$ cat src/rtl/pdm_record_controller.sv
// -----------------------------------------------------------------------------
// pdm_record_controller
//
// Controls recording and playback of 16-bit PDM deserializer words through a
// single-port sample RAM. This block is the only user of the RAM port.
//
// Recording: the deserializer is enabled and each finished word is written
// one cycle after its done pulse, at addresses 0, 1, 2, ... Recording stops on
// stop_i, or by itself after the last address has been written.
//
// Playback: one stored word is read every PLAY_PERIOD+1 cycles and shown on
// play_data_o, with a one-cycle play_valid_o pulse.
//
// Optional feature (compile-time macro PDM_RECORD_LOOP_PLAYBACK_EN):
//   defined     - playback wraps to address 0 after the last word and keeps
//                 running until stop_i or reset.
//   not defined - playback returns to IDLE after one pass.
//
// Ports:
//   clock_i         in   system clock (100 MHz)
//   reset_n_i       in   asynchronous active-low reset
//   record_start_i  in   pulse: start recording (takes priority over play)
//   play_start_i    in   pulse: start playback (ignored when length_o == 0)
//   stop_i          in   pulse: end recording / playback
//   deser_enable_o  out  deserializer enable (low holds it in reset)
//   deser_done_i    in   pulse: deserializer word ready
//   deser_data_i    in   deserializer word, valid with deser_done_i
//   mem_addr_o      out  sample RAM address
//   mem_wdata_o     out  sample RAM write data
//   mem_we_o        out  sample RAM write enable
//   mem_rdata_i     in   sample RAM read data (1-cycle read latency)
//   play_data_o     out  current playback word
//   play_valid_o    out  pulse: play_data_o carries a new word
//   length_o        out  word count of the last completed recording
//   busy_o          out  recording or playing
// -----------------------------------------------------------------------------
module pdm_record_controller #(
  parameter int ADDR_WIDTH  = 17,
  parameter int WORD_LENGTH = 16,
  parameter int PLAY_PERIOD = 1600
) (
  input  logic                   clock_i,
  input  logic                   reset_n_i,
  input  logic                   record_start_i,
  input  logic                   play_start_i,
  input  logic                   stop_i,
  output logic                   deser_enable_o,
  input  logic                   deser_done_i,
  input  logic [WORD_LENGTH-1:0] deser_data_i,
  output logic [ADDR_WIDTH-1:0]  mem_addr_o,
  output logic [WORD_LENGTH-1:0] mem_wdata_o,
  output logic                   mem_we_o,
  input  logic [WORD_LENGTH-1:0] mem_rdata_i,
  output logic [WORD_LENGTH-1:0] play_data_o,
  output logic                   play_valid_o,
  output logic [ADDR_WIDTH:0]    length_o,
  output logic                   busy_o
);

  localparam int CNT_WIDTH = (PLAY_PERIOD > 1) ? $clog2(PLAY_PERIOD) : 1;

  localparam logic [CNT_WIDTH-1:0]  CNT_LAST  = CNT_WIDTH'(PLAY_PERIOD - 1);
  localparam logic [CNT_WIDTH-1:0]  CNT_ONE   = CNT_WIDTH'(1);
  localparam logic [ADDR_WIDTH-1:0] ADDR_LAST = '1;
  localparam logic [ADDR_WIDTH-1:0] ADDR_ONE  = ADDR_WIDTH'(1);
  localparam logic [ADDR_WIDTH:0]   LEN_ONE   = (ADDR_WIDTH + 1)'(1);
  localparam logic [ADDR_WIDTH:0]   DEPTH     = {1'b1, {ADDR_WIDTH{1'b0}}};

  typedef enum logic [1:0] {
    IDLE,
    RECORD,
    PLAY,
    READ_WAIT
  } state_t;

  state_t                 state_reg, state_next;
  // Write pointer is one bit wider than the address so a full memory can be
  // counted as 2**ADDR_WIDTH words.
  logic [ADDR_WIDTH:0]    wptr_reg, wptr_next;
  logic [ADDR_WIDTH-1:0]  rptr_reg, rptr_next;
  logic [CNT_WIDTH-1:0]   cnt_reg, cnt_next;
  logic [ADDR_WIDTH:0]    length_reg, length_next;
  logic [WORD_LENGTH-1:0] wdata_reg, wdata_next;
  logic [WORD_LENGTH-1:0] play_data_reg, play_data_next;
  logic                   wr_pending_reg, wr_pending_next;
  logic                   stop_pending_reg, stop_pending_next;
  logic                   enable_reg, enable_next;

  logic                   write_now;
  logic                   last_write;
  logic                   capture;
  logic                   last_read;
  logic [ADDR_WIDTH:0]    wptr_inc;

  // A captured word is written in the cycle after its done pulse.
  assign write_now  = (state_reg == RECORD) && wr_pending_reg;
  assign last_write = write_now && (wptr_reg[ADDR_WIDTH-1:0] == ADDR_LAST);
  // Once the last address is being written, any further word is dropped so
  // the recording never wraps around onto address 0.
  assign capture    = (state_reg == RECORD) && enable_reg && deser_done_i && !last_write;
  assign wptr_inc   = wptr_reg + LEN_ONE;
  assign last_read  = ({1'b0, rptr_reg} == (length_reg - LEN_ONE));

  always_ff @(posedge clock_i or negedge reset_n_i) begin
    if (!reset_n_i) begin
      state_reg        <= IDLE;
      wptr_reg         <= '0;
      rptr_reg         <= '0;
      cnt_reg          <= '0;
      length_reg       <= '0;
      wdata_reg        <= '0;
      play_data_reg    <= '0;
      wr_pending_reg   <= 1'b0;
      stop_pending_reg <= 1'b0;
      enable_reg       <= 1'b0;
    end else begin
      state_reg        <= state_next;
      wptr_reg         <= wptr_next;
      rptr_reg         <= rptr_next;
      cnt_reg          <= cnt_next;
      length_reg       <= length_next;
      wdata_reg        <= wdata_next;
      play_data_reg    <= play_data_next;
      wr_pending_reg   <= wr_pending_next;
      stop_pending_reg <= stop_pending_next;
      enable_reg       <= enable_next;
    end
  end

  always_comb begin
    state_next        = state_reg;
    wptr_next         = wptr_reg;
    rptr_next         = rptr_reg;
    cnt_next          = cnt_reg;
    length_next       = length_reg;
    wdata_next        = wdata_reg;
    play_data_next    = play_data_reg;
    wr_pending_next   = 1'b0;
    stop_pending_next = 1'b0;
    enable_next       = 1'b0;

    case (state_reg)
      IDLE: begin
        if (record_start_i) begin
          state_next  = RECORD;
          wptr_next   = '0;
          enable_next = 1'b1;
        end else if (play_start_i && (length_reg != '0)) begin
          state_next = PLAY;
          rptr_next  = '0;
          cnt_next   = '0;
        end
      end

      RECORD: begin
        enable_next       = enable_reg;
        stop_pending_next = stop_pending_reg;
        if (write_now) begin
          wptr_next = wptr_inc;
        end
        if (capture) begin
          wr_pending_next = 1'b1;
          wdata_next      = deser_data_i;
        end

        if (last_write) begin
          state_next        = IDLE;
          enable_next       = 1'b0;
          wr_pending_next   = 1'b0;
          stop_pending_next = 1'b0;
          length_next       = DEPTH;
        end else if (stop_pending_reg) begin
          // Final write of a word that arrived together with stop_i.
          state_next        = IDLE;
          stop_pending_next = 1'b0;
          length_next       = write_now ? wptr_inc : wptr_reg;
        end else if (stop_i) begin
          // The deserializer is switched off right away; if a word arrived
          // with the stop, stay one more cycle so it is still written.
          enable_next = 1'b0;
          if (capture) begin
            stop_pending_next = 1'b1;
          end else begin
            state_next  = IDLE;
            length_next = write_now ? wptr_inc : wptr_reg;
          end
        end
      end

      PLAY: begin
        if (stop_i) begin
          state_next = IDLE;
        end else if (cnt_reg == CNT_LAST) begin
          state_next = READ_WAIT;
          cnt_next   = '0;
        end else begin
          cnt_next = cnt_reg + CNT_ONE;
        end
      end

      READ_WAIT: begin
        play_data_next = mem_rdata_i;
        if (stop_i) begin
          state_next = IDLE;
        end else if (last_read) begin
`ifdef PDM_RECORD_LOOP_PLAYBACK_EN
          rptr_next  = '0;
          state_next = PLAY;
`else
          state_next = IDLE;
`endif
        end else begin
          rptr_next  = rptr_reg + ADDR_ONE;
          state_next = PLAY;
        end
      end

      default: begin
        state_next = IDLE;
      end
    endcase
  end

  assign deser_enable_o = enable_reg;
  assign mem_we_o       = write_now;
  assign mem_wdata_o    = wdata_reg;
  assign length_o       = length_reg;
  assign busy_o         = (state_reg != IDLE);

  // The RAM has the read address during the whole PLAY phase, so its data is
  // ready in READ_WAIT and is passed straight through in that cycle.
  assign play_valid_o   = (state_reg == READ_WAIT);
  assign play_data_o    = (state_reg == READ_WAIT) ? mem_rdata_i : play_data_reg;

  always_comb begin
    mem_addr_o = '0;
    case (state_reg)
      RECORD:          mem_addr_o = wptr_reg[ADDR_WIDTH-1:0];
      PLAY, READ_WAIT: mem_addr_o = rptr_reg;
      default:         mem_addr_o = '0;
    endcase
  end

endmodule

$ cat config.mk
export PLATFORM = sky130hd
export DESIGN_NAME = pdm_record_controller
export DESIGN_NICKNAME = d
export VERILOG_FILES = /design/src/rtl/pdm_record_controller.sv
export SDC_FILE = /design/constraint.sdc
export NUM_CORES = 1
export LEC_CHECK = 0
export BUFFER_PORTS_ARGS = -buffer_cell sky130_fd_sc_hd__buf_4
export CAP_MARGIN = 20
export CORE_MARGIN = 2
export CORE_UTILIZATION = 60
export CTS_CLUSTER_DIAMETER = 50
export DETAILED_ROUTE_END_ITERATION = 10
export PLACE_DENSITY_LB_ADDON = 0.3
export REMOVE_ABC_BUFFERS = 1
export SYNTH_ARGS = -nofsm -noshare
export SYNTH_HDL_FRONTEND = slang
export SYNTH_SLANG_ARGS = --single-unit
$ cat constraint.sdc
create_clock -name clock_i -period 7.9 [get_ports clock_i]
set_clock_uncertainty 0.2 [all_clocks]
set_input_delay 0.79 -clock clock_i [delete_from_list [all_inputs] [get_ports clock_i]]
set_output_delay 0.79 -clock clock_i [all_outputs]
set_load 0.03 [all_outputs]
=== Word level (Yosys, flattened, before mapping) ===
Index checks and enable logic that the tools add are counted.

* Equal/unequal tests: 19
* Bitwise gates (word level): 0
* Div/mod/pow operators: 0
* $mul: 0
* Reduce and logical (&&, ||, !) cells: 22
* Shift operators: 0
* $lt $le $gt $ge: 0
* Add/subtract/negate cells: 4
* Multiplexer cells: 42

{| class="wikitable"
|+ Operators by type and width
! operator !! count
|-
| $mux 18 || 6
|-
| $mux 17 || 4
|-
| $pmux 17 s2 || 2
|-
| $mux 11 || 4
|-
| $pmux 18 s2 || 1
|-
| $pmux 11 s2 || 1
|-
| $mux 2 || 10
|-
| $add 18x1->18 const B || 1
|-
| $eq 17x18->1 || 1
|-
| $reduce_bool 18->1 || 1
|-
| $sub 18x1->18 const B || 1
|-
| $add 17x1->17 const B || 1
|-
| $eq 17x17->1 const B || 1
|-
| $mux 16 || 1
|-
| $ne 3x3->1 const B || 5
|-
| $ne 2x2->1 const B || 6
|-
| $add 11x1->11 const B || 1
|-
| $eq 11x11->1 const B || 1
|-
| $mux 1 || 11
|-
| $ne 4x4->1 const B || 2
|-
| $pmux 2 s4 || 1
|-
| $reduce_and 4->1 || 2
|-
| $reduce_bool 2->1 || 4
|-
| $logic_and 1x1->1 || 6
|-
| 10 further kinds || 13
|}

* Bits in writable memories: 0
* Memories kept: 0
* Register bits: 101
* Logic and storage cells: 97
* Memory bits (read-only): 0
* Latch bits: 0
* Input port bits: 38

=== Logic depth before layout (Yosys ltp) ===
* Word-level depth: 10
* Gate-level depth with buffers: 12
* Gate-level depth less buffers: 10

=== Worst setup path before layout ===
No wires, ideal clock.

* Path type: reg2reg
* Start: register length_reg[9] (netlist: length_o[9])
* End: register rptr_reg[5]
* Cell stages (with the launch flop): 11
* Data arrival time: 3,118 ps
* Slack: 4,456 ps
* Required time: 7,574 ps
* Clock period less this slack: 3,444 ps
* Path through: dfrtp_1 -> buf_6 -> or4_1 -> buf_2 -> or4_4 -> a2111oi_2 -> o22ai_1 -> nor4b_4 -> buf_6 -> nor2_1 -> a221o_1

* Cells in the longest elaborated chain, start to end: 4
* Elaborated cells between the ends (all ways): 7

{| class="wikitable"
|+ Ends and longest elaborated chain
! item !! line !! text
|-
| start, declared || 82 || <nowiki>logic [ADDR_WIDTH:0] length_reg, length_next;</nowiki>
|-
| start signal, assigned || 121 || <nowiki>length_reg <= length_next;</nowiki>
|-
| $sub 18x1->18 or $reduce_bool 18->1 (tied branches) || 102, 148 ||
|-
| $eq 17x18->1 or $logic_and 1x1->1 (tied branches) || 102, 148 ||
|-
| $ne 2x2->1 (no line) || n/a ||
|-
| $reduce_and 5->1 (no line) * || n/a ||
|-
| end signal, assigned || 119 || <nowiki>rptr_reg <= rptr_next;</nowiki>
|-
| end, declared || 80 || <nowiki>logic [ADDR_WIDTH-1:0] rptr_reg, rptr_next;</nowiki>
|}

Mark *: on every way between the ends. The rest lies on a longest branch, timed or not.
A chain may end at the register's enable or synchronous reset.

=== Worst setup path in the final report ===
* Start: register state_reg[1]
* End: output port play_data_o[15]

* Cells in the longest elaborated chain, start to end: 2

{| class="wikitable"
|+ Ends and longest elaborated chain
! item !! line !! text
|-
| start, declared || 76 || <nowiki>state_t state_reg, state_next;</nowiki>
|-
| start signal, assigned || 117 || <nowiki>state_reg <= state_next;</nowiki>
|-
| $eq 2x2->1 || 233 || <nowiki>assign play_data_o = (state_reg == READ_WAIT) ? mem_rdata_i : play_data_reg;</nowiki>
|-
| $mux 16 || n/a ||
|-
| end, declared || 54 || <nowiki>output logic [WORD_LENGTH-1:0] play_data_o,</nowiki>
|}

No other way between the ends.

==> results.md <==
- GRT Total Usage: 30.4%
- Clk sink count: 101
- Setup violators final: 0
- Hold_buf cts: 0
- Post-Synthesis Cell Area: 5780 sq um
- Total of max-cap violations: 0
- Post-synth EDFFs: 0
- Wire per inst: 17.5 um
- WP data arrival: 3260 ps
- Hold Path Class: in2async
- Nature of the critical path startpoint: flop
- PortBufs: 108
- Initial antenna violation count: 0
- Final hold violation count: 0
- Clk slew on worst S/H paths: 100 ps
- TNS Setup: 0 ps
- Core area: 9280 sq um
- Root Driver: clkbuf_8
- RSZ-0062 raised after global routing: no
- Synth area leader: dfrtp_1
- Finished Layout Cells: 870
- Area of the multi-input gates: 3000 sq um
- Core Rows: 35
- Yosys reg bits: 101
- Max-slew violations: 0
- Reg2Reg Setup Slack: 3860 ps
- Min Clock Period, post-route: 4250 ps
- Top post-synthesis cells by area: dfrtp_1, nand2_1, o21ai_0
- P&R area growth vs syn: 18.3%
- DRT antenna net count: 0
- Initial DRC Count: 326
- Fill cell count: 683
- Clock buffer depth: 2
- First-pass GRT wire length: 24700 um
- Remaining Overflow, GRT: 0
- Vias in the first global route: 4961
- Slew headroom: 27.9%
- Worst Reg-to-Reg Cells: 10
- DIE HEIGHT: 102 um
- Diodes inserted: 0
- Post-CTS Setup Repair Bufs: 0
- CTS resizes: 0
- Max Clock Freq: 235 MHz
- Sequential area share after synthesis: 43.8%
- Register Area: 2530 sq um
- Yosys synthesis warning count: 0
- Routability congestion estimate from global placement: 0.921
- Hpwl dp: 11000 um
- Leak Pwr: 0.00315 uW
- Crit. End Element: output pin
- Drt drc: 0
- TritonCTS Buffers: 9
- Worst r2r src: state_reg[1]$_DFFE_PN0P_
- Finished Cell Area: 6830 sq um
- Dpl cells: 851
- Max FO, Critical Path: 33
- Tightest Pin Transition: 1080 ps
- IO Pins: 109
- Pwr/cell area: 292 nW/um^2
- Mapped Cells: 654
- H-tree Lvls: 3
- FFs w/ async S/R, synth: 100%
- Synth top cells by count: nand2_1, dfrtp_1, o21ai_0
- Max VDD drop: 251 uV
- Reg-to-Reg End: length_o[12]$_DFFE_PN0P_
- Initial Util: 62.2%
- Run status: completed
- DRT Pass-1 Iters: 5
- Routed WL: 15300 um
- Synth cell types: 62
- Die area: 10400 sq um
- Share of layout cells above drive strength 1: 21.2%
- Crit path kind: reg2out
- Count leader, synth: nand2_1
- DR vias/cell: 6.13
- Ys flop type: dfrtp_1
- Mean Syn Cell Area: 8.83 sq um
- TritonCTS clock tree: done
- Placed cell area: 6600 sq um
- Worst skew pair latency: 380 ps
- Tcrit/Tclk final: 53.9%
- Worst hold margin: 51.9 ps
- Synth top area share: 43.8%
- Via count: 5333
- Die Wd: 102 um
- Largest net degree at the start of global routing: 86
- Worst endpoint required time: 6910 ps
- Nets@finish: 779
==> cell families after synthesis <==
kind of cell,count (synthesis),synth area share [%]
adder cells (fa/ha/maj),5,1.08
AO/OA/AOI/OAI,153,16.8
multiplexers,33,6.09
flip-flops,101,43.8
XOR/XNOR,33,5.00
buffers and inverters,60,4.27
AND/OR/NAND/NOR,269,23.0
==> power breakdown <==
part | total, uW | switching (uW) | internal, uW | leakage, uW
registers | 712 | 88.7 | 623 | 0.00134
clock network | 342 | 192 | 150 | 0.000103
logic | 942 | 595 | 348 | 0.00171
==> worst max-delay path by stage <==
stage	from	to	slack (ps)	cells past startpoint
2_1_floorplan	length_o[0]$_DFFE_PN0P_	rptr_reg[14]$_DFFE_PN0P_	3580	9
3_3_place_gp	length_o[0]$_DFFE_PN0P_	rptr_reg[11]$_DFFE_PN0P_	3860	9
3_5_place_dp	length_o[0]$_DFFE_PN0P_	rptr_reg[11]$_DFFE_PN0P_	3790	9
4_1_cts	state_reg[1]$_DFFE_PN0P_	play_data_o[1]	3700	6
5_1_grt	state_reg[1]$_DFFE_PN0P_	play_data_o[15]	3320	6
6_report	state_reg[1]$_DFFE_PN0P_	play_data_o[15]	3650	6
==> per-layer routing <==
layer | routed length, um | track usage [%]
met2 | 7250 | 48.1
met4 | 257 | 7.79
met1 | 6460 | 41.9
met3 | 1280 | 8.14
met5 | 0 | 0
==> critical path: stages, from the launching register on <==
cell and delay, ps:
dfrtp_1 700, buf_4 300, nand2_1 500, inv_1 950
nand2_1 130, nand2_1 120, buf_4 160
==> metrics by stage <==
stage / worst slack (ps) / util, % / total power [uW]
after global placement: 3860 / 71.1 / 1620
after floorplan: 3580 / - / 1300
after detailed placement: 3790 / 71.1 / 1650
after CTS: 3700 / 73.2 / 1990
final: 3650 / 73.6 / 2000
after global routing: 3320 / 73.6 / 2110
==> final cells by class <==
class	count	area share, %
tap	129	2.36
clock inverter	6	1.01
multi-input combinational	493	43.9
inverter	14	0.769
sequential	101	37.0
clock buffer	10	1.87
timing repair buffer	117	13.1
==> layout by cell type (no fill, tap or decap), types with 3 or more instances in the layout <==
| cell type | n |
|---|---|
| a211oi_1 | 5 |
| a21oi_1 | 31 |
| a221o_1 | 3 |
| a22o_1 | 9 |
| and2_1 | 4 |
| and3_1 | 8 |
| and4_1 | 3 |
| buf_4 | 115 |
| clkbuf_8 | 9 |
| dfrtp_1 | 101 |
| ha_1 | 5 |
| inv_1 | 14 |
| mux2_2 | 17 |
| mux2i_1 | 16 |
| nand2_1 | 123 |
| nand2b_1 | 15 |
| nand3_1 | 24 |
| nand3b_1 | 5 |
| nand4_1 | 12 |
| nor2_1 | 26 |
| nor2b_1 | 4 |
| nor3_1 | 14 |
| nor3b_1 | 7 |
| nor4_1 | 5 |
| o21ai_0 | 61 |
| o21ai_1 | 3 |
| o31ai_1 | 7 |
| o32ai_1 | 3 |
| o41ai_1 | 4 |
| or2_2 | 4 |
| or4_1 | 8 |
| xnor2_1 | 19 |
| xor2_1 | 14 |
(Power assumes the default switching activity.)
